### src/rtl/kp_entry_ctrl.sv
// kp_entry_ctrl: keypad scan-code driven entry of a two-operand BCD expression.
// Ports:
//   clk         - system clock, rising edge
//   rst_n       - asynchronous active-low reset
//   last_change - scan code of the most recent key event
//   key_valid   - one-cycle strobe marking a new make code on last_change
//   op_a, op_b  - BCD operands, least significant digit in [3:0]
//   op_code     - 0 none, 1 add, 2 subtract, 3 multiply
//   disp_bcd    - operand being edited (op_b in S_B, otherwise op_a)
//   state       - 0 S_A, 1 S_B, 2 S_DONE
//   entry_done  - one-cycle pulse when an expression completes
module kp_entry_ctrl #(
    parameter int DIGITS = 2,
    parameter int BW     = 4 * DIGITS
) (
    input  logic          clk,
    input  logic          rst_n,
    input  logic [8:0]    last_change,
    input  logic          key_valid,
    output logic [BW-1:0] op_a,
    output logic [BW-1:0] op_b,
    output logic [1:0]    op_code,
    output logic [BW-1:0] disp_bcd,
    output logic [1:0]    state,
    output logic          entry_done
);
    localparam int CW = $clog2(DIGITS + 1);
    localparam logic [CW-1:0] MAXC = CW'(DIGITS);
    localparam logic [CW-1:0] ONE = CW'(1);
    localparam logic [1:0] S_A = 2'd0, S_B = 2'd1, S_DONE = 2'd2, S_BAD = 2'd3;

    logic [1:0]    state_q, state_d;
    logic [BW-1:0] op_a_q, op_a_d, op_b_q, op_b_d, disp_q, disp_d;
    logic [1:0]    op_code_q, op_code_d;
    logic [CW-1:0] a_cnt_q, a_cnt_d, b_cnt_q, b_cnt_d;
    logic          done_q, done_d;
    logic          is_dig, is_op, is_ent, is_bs, is_clr;
    logic [3:0]    dig;
    logic [1:0]    opc;

    always_comb begin
        is_dig = 1'b1;
        dig    = 4'd0;
        case (last_change)
            9'h070: dig = 4'd0;
            9'h069: dig = 4'd1;
            9'h072: dig = 4'd2;
            9'h07A: dig = 4'd3;
            9'h06B: dig = 4'd4;
            9'h073: dig = 4'd5;
            9'h074: dig = 4'd6;
            9'h06C: dig = 4'd7;
            9'h075: dig = 4'd8;
            9'h07D: dig = 4'd9;
            default: is_dig = 1'b0;
        endcase
        is_op  = last_change == 9'h079 || last_change == 9'h07B || last_change == 9'h07C;
        opc    = last_change == 9'h079 ? 2'd1 : last_change == 9'h07B ? 2'd2 : 2'd3;
        is_ent = last_change == 9'h05A;
        is_bs  = last_change == 9'h066;
        is_clr = last_change == 9'h076;
    end

    always_ff @(posedge clk or negedge rst_n) begin
        if (!rst_n) begin
            state_q   <= S_A;
            op_a_q    <= '0;
            op_b_q    <= '0;
            op_code_q <= 2'd0;
            a_cnt_q   <= '0;
            b_cnt_q   <= '0;
            disp_q    <= '0;
            done_q    <= 1'b0;
        end else begin
            state_q   <= state_d;
            op_a_q    <= op_a_d;
            op_b_q    <= op_b_d;
            op_code_q <= op_code_d;
            a_cnt_q   <= a_cnt_d;
            b_cnt_q   <= b_cnt_d;
            disp_q    <= disp_d;
            done_q    <= done_d;
        end
    end

    always_comb begin
        state_d   = state_q;
        op_a_d    = op_a_q;
        op_b_d    = op_b_q;
        op_code_d = op_code_q;
        a_cnt_d   = a_cnt_q;
        b_cnt_d   = b_cnt_q;
        // The unused encoding recovers exactly like a clear key.
        if (state_q == S_BAD || (key_valid && is_clr)) begin
            state_d   = S_A;
            op_a_d    = '0;
            op_b_d    = '0;
            op_code_d = 2'd0;
            a_cnt_d   = '0;
            b_cnt_d   = '0;
        end else if (key_valid) begin
            case (state_q)
                S_A: begin
                    if (is_dig && a_cnt_q != MAXC) begin
                        op_a_d  = (op_a_q << 4) | BW'(dig);
                        a_cnt_d = a_cnt_q + ONE;
                    end else if (is_bs && a_cnt_q != '0) begin
                        op_a_d  = op_a_q >> 4;
                        a_cnt_d = a_cnt_q - ONE;
                    end else if (is_op && a_cnt_q != '0) begin
                        op_code_d = opc;
                        state_d   = S_B;
                    end
                end
                S_B: begin
                    if (is_dig && b_cnt_q != MAXC) begin
                        op_b_d  = (op_b_q << 4) | BW'(dig);
                        b_cnt_d = b_cnt_q + ONE;
                    end else if (is_bs && b_cnt_q != '0) begin
                        op_b_d  = op_b_q >> 4;
                        b_cnt_d = b_cnt_q - ONE;
                    end else if (is_bs) begin
                        op_code_d = 2'd0;
                        state_d   = S_A;
                    end else if (is_op && b_cnt_q == '0) begin
                        op_code_d = opc;
                    end else if (is_ent && b_cnt_q != '0) begin
                        state_d = S_DONE;
                    end
                end
                default: begin
                    // A digit after a finished expression starts a fresh one.
                    if (is_dig) begin
                        op_a_d    = BW'(dig);
                        a_cnt_d   = ONE;
                        op_b_d    = '0;
                        b_cnt_d   = '0;
                        op_code_d = 2'd0;
                        state_d   = S_A;
                    end
                end
            endcase
        end
    end

    always_comb begin
        disp_d = state_d == S_B ? op_b_d : op_a_d;
        done_d = state_q == S_B && state_d == S_DONE;
    end

    assign op_a       = op_a_q;
    assign op_b       = op_b_q;
    assign op_code    = op_code_q;
    assign disp_bcd   = disp_q;
    assign state      = state_q;
    assign entry_done = done_q;
endmodule

### config.mk
export PLATFORM = sky130hd
export DESIGN_NAME = kp_entry_ctrl
export DESIGN_NICKNAME = d
export VERILOG_FILES = /design/src/rtl/kp_entry_ctrl.sv
export SDC_FILE = /design/constraint.sdc
export NUM_CORES = 1
export LEC_CHECK = 0
export CAP_MARGIN = 10
export CORE_MARGIN = 4
export CORE_UTILIZATION = 50
export CTS_BUF_LIST = sky130_fd_sc_hd__clkbuf_8
export DETAILED_ROUTE_END_ITERATION = 6
export PLACE_DENSITY = 0.85
export SLEW_MARGIN = 10
export SYNTH_ARGS = -nofsm -noshare
export SYNTH_HDL_FRONTEND = slang
export SYNTH_SLANG_ARGS = --single-unit
### constraint.sdc
create_clock -name clk -period 2.55 [get_ports clk]
set_input_delay 0.51 -clock clk [delete_from_list [all_inputs] [get_ports clk]]
set_output_delay 0.51 -clock clk [all_outputs]
set_load 0.02 [all_outputs]
==> flow_metrics.tcl <==
set metrics [dict create \
    status "complete, no violations" \
    nets 374 \
    finClkSkew_ns 0.0141 \
    synth_fp_nets 269 \
    drv_slew 0 \
    grt_pass1_vias 2721 \
    setup_violations 0 \
    die_w_um 76.2 \
    maxCapViolations 0 \
    yosysTopAreaCell "dfrtp_1" \
    area_delta_synth_final_pct 53.6 \
    clock_latency_ns 0.30 \
    p_total_mw 1.40 \
    drc 0 \
    placedInstanceArea_mm2 0.00317 \
    hp-class "reg2reg" \
    min_period_ns 2.53 \
    antenna_left 0 \
    postSynthAreaPerCell_um2 9.06 \
    io_buffers 40 \
    synthCells 257 \
    muxShareOfSynthArea_pct 7.63 \
    final_layout_size_suffix_gt1_share_pct 33.3 \
    cts_buffer_depth 2 \
    first_iter_violations 433 \
    vias_per_cell 7.09 \
    worst_ep_arrival_time_ns 2.71 \
    dp_hpwl_um 5780 \
    gr-usage-all-layers_pct 30.8 \
    core_area_mm2 0.00444 \
    fp-row-count 24 \
    synth_top_family_by_area "compound AO/OA/AOI/OAI gates" \
    criticalPathCategory "in2reg" \
    antenna_found_initial 0 \
    cts_buffers 5 \
    syn_area_mm2 0.00233 \
    synthArstFlopShare_pct 100 \
    hold_violations 0 \
    cts_root_buffer "clkbuf_8" \
    grt_start_max_net_pins 34 \
    dieArea_mm2 0.00581 \
    hold_slack_ns 0.507 \
    drt-total-wl_um 9640 \
    clk_pin_slew_ns 0.07 \
    synth_compound_area_share_pct 28.0 \
    fin_area_mm2 0.00358 \
    cts.sinks 33 \
    synth_xor_area_share_pct 0.376 \
    yosysTopAreaCellShare_pct 35.5 \
    die_h_um 76.2 \
    ys_top_cells_by_area "dfrtp_1, mux2i_1, nand2_1" \
    io_pins 41 \
    post_drt_wl_per_cell_um 23.2 \
    fin_crit_sh_pct 99.4 \
    synth_cell_types 65 \
    vias 2943 \
    htree_levels 2 \
    tritoncts "yes" \
    yosysWarnings 0 \
    grt_pass1_wl_um 14300 \
    ys_ff_latch 33 \
    tightest_slew_ns 0.508 \
    diodes 0 \
    synthSimpleGateAreaFrac_pct 23.2 \
    synth_edf_count 0 \
    dr.pass1.iters 7 \
    place_congestion 0.985 \
    yosysSeqAreaShare_pct 35.5 \
    powerDensity_mw_per_mm2 393 \
    start_util_pct 52.4 \
    synth_fa_ha_area_share_pct 0 \
    max-vdd-ir-drop_uv 291 \
    end_kind "flop" \
    max_freq_mhz 395 \
    postLayoutCoreUtil_pct 80.5 \
    synth_ff_type "dfrtp_1" \
    grt_overflow 0 \
    leakagePower_nw 1.64 \
    cp-start-kind "input pin" \
    relSlewSlack_pct 66.2 \
    cp.required_ns 2.73 \
    crit_fanout 9 \
]
[power by group]
group | switching [mW] | internal (mW)
clock network | 0.209 | 0.315
logic | 0.169 | 0.143
registers | 0.0278 | 0.540
[layer usage]
metal	GRT usage, %	up-vias	share of wire, %
met3	8.27	98	12
met5	0	-	0
met1	38.6	1396	37
li1	-	1169	-
met2	49.2	280	44
met4	14.5	0	7.1
[layout by cell type (no fill, tap or decap), types with 3 or more instances in the layout]
master,Yosys,layout
clkbuf_8,0,6
o31ai_1,3,3
nand2b_1,4,4
buf_6,1,4
o21ai_0,12,11
mux2_2,5,5
or4_4,1,3
nand2_1,28,28
dlymetal6s2s_1,0,5
o211ai_1,3,3
nor2b_1,4,4
o21ai_1,4,4
a22o_1,8,7
a21oi_1,17,16
nand3_1,7,7
nor2_1,20,19
a221oi_4,1,4
a22oi_1,3,3
nor3_1,3,3
clkdlybuf4s50_1,0,31
buf_4,1,67
inv_1,14,14
a31oi_1,3,3
mux2i_1,11,11
dfrtp_1,33,33
dlygate4sd2_1,0,4
[stage by stage]
stage / instances / TNS, ns / setup WS (ns)
floorplan: 257 / 0 / 0.147
detailed placement: 395 / -9.43 / -0.442
CTS: 412 / -0.0882 / -0.0533
global placement: 395 / -7.67 / -0.370
global route: 415 / -0.127 / -0.0321
finish: 415 / 0 / 0.0157
[synth_stat cells, types with 4 or more instances]
cell	number
a21oi_1	17
nand3_1	7
clkbuf_1	5
nand2b_1	4
mux2i_1	11
a22o_1	8
mux2_2	5
o21ai_0	12
buf_2	6
o21ai_1	4
inv_1	14
nor2_1	20
nor2b_1	4
dfrtp_1	33
nand2_1	28
a221oi_1	5
[path summary, 6_finish.rpt]
path,from,to,slack [ns],cells past startpoint
setup / recovery,last_change[2],disp_bcd[0],0.02,11
hold / removal,op_code[1],op_code[1],0.51,1
setup reg to reg,b_cnt_q[1],disp_bcd[2],0.29,7
hold reg to reg,op_code[1],op_code[1],0.51,1
max in group asynchronous,rst_n,a_cnt_q[1],1.60,2
min in group asynchronous,rst_n,b_cnt_q[1],0.62,2
[worst max-delay path, stage by stage]
cell           delay [ns]
dlygate4sd2_1        0.32
buf_6                0.17
nor2b_2              0.06
o211a_4              0.26
a31oi_4              0.27
nor3_4               0.09
buf_6                0.13
buf_4                0.13
mux2i_1              0.13
o32a_1               0.41
a22o_1               0.23
[state kept, by name, summed over array words and instances, names as in the netlist]
register and count:
entry_done 1, a_cnt_q 2, b_cnt_q 2, disp_bcd 8
state 2, op_b 8, op_a 8, op_code 2
[repair_timing]
action	4_1_cts	5_1_grt
pin swaps	6	13
setup endpoints to repair	20	23
resized for setup	20	21
gates cloned	0	1
setup buffers	9	2
hold buffers	0	0
[kinds of logic after synthesis]
family	count (synthesis)
flip-flops	33
buffers and inverters	28
AO/OA/AOI/OAI	85
multiplexers	17
XOR/XNOR	1
AND/OR/NAND/NOR	93
[area by class of cell]
cell class / count / area (µm²)
clock inverters: 2 / 33.8
fillers: 269 / 868
clock buffers: 6 / 82.6
repair buffers: 111 / 956
multi-input cells: 197 / 1560
inverters: 14 / 52.6
flip-flops and latches: 33 / 826
well taps: 52 / 65.1
No activity file was read; power rests on OpenSTA's default activity.
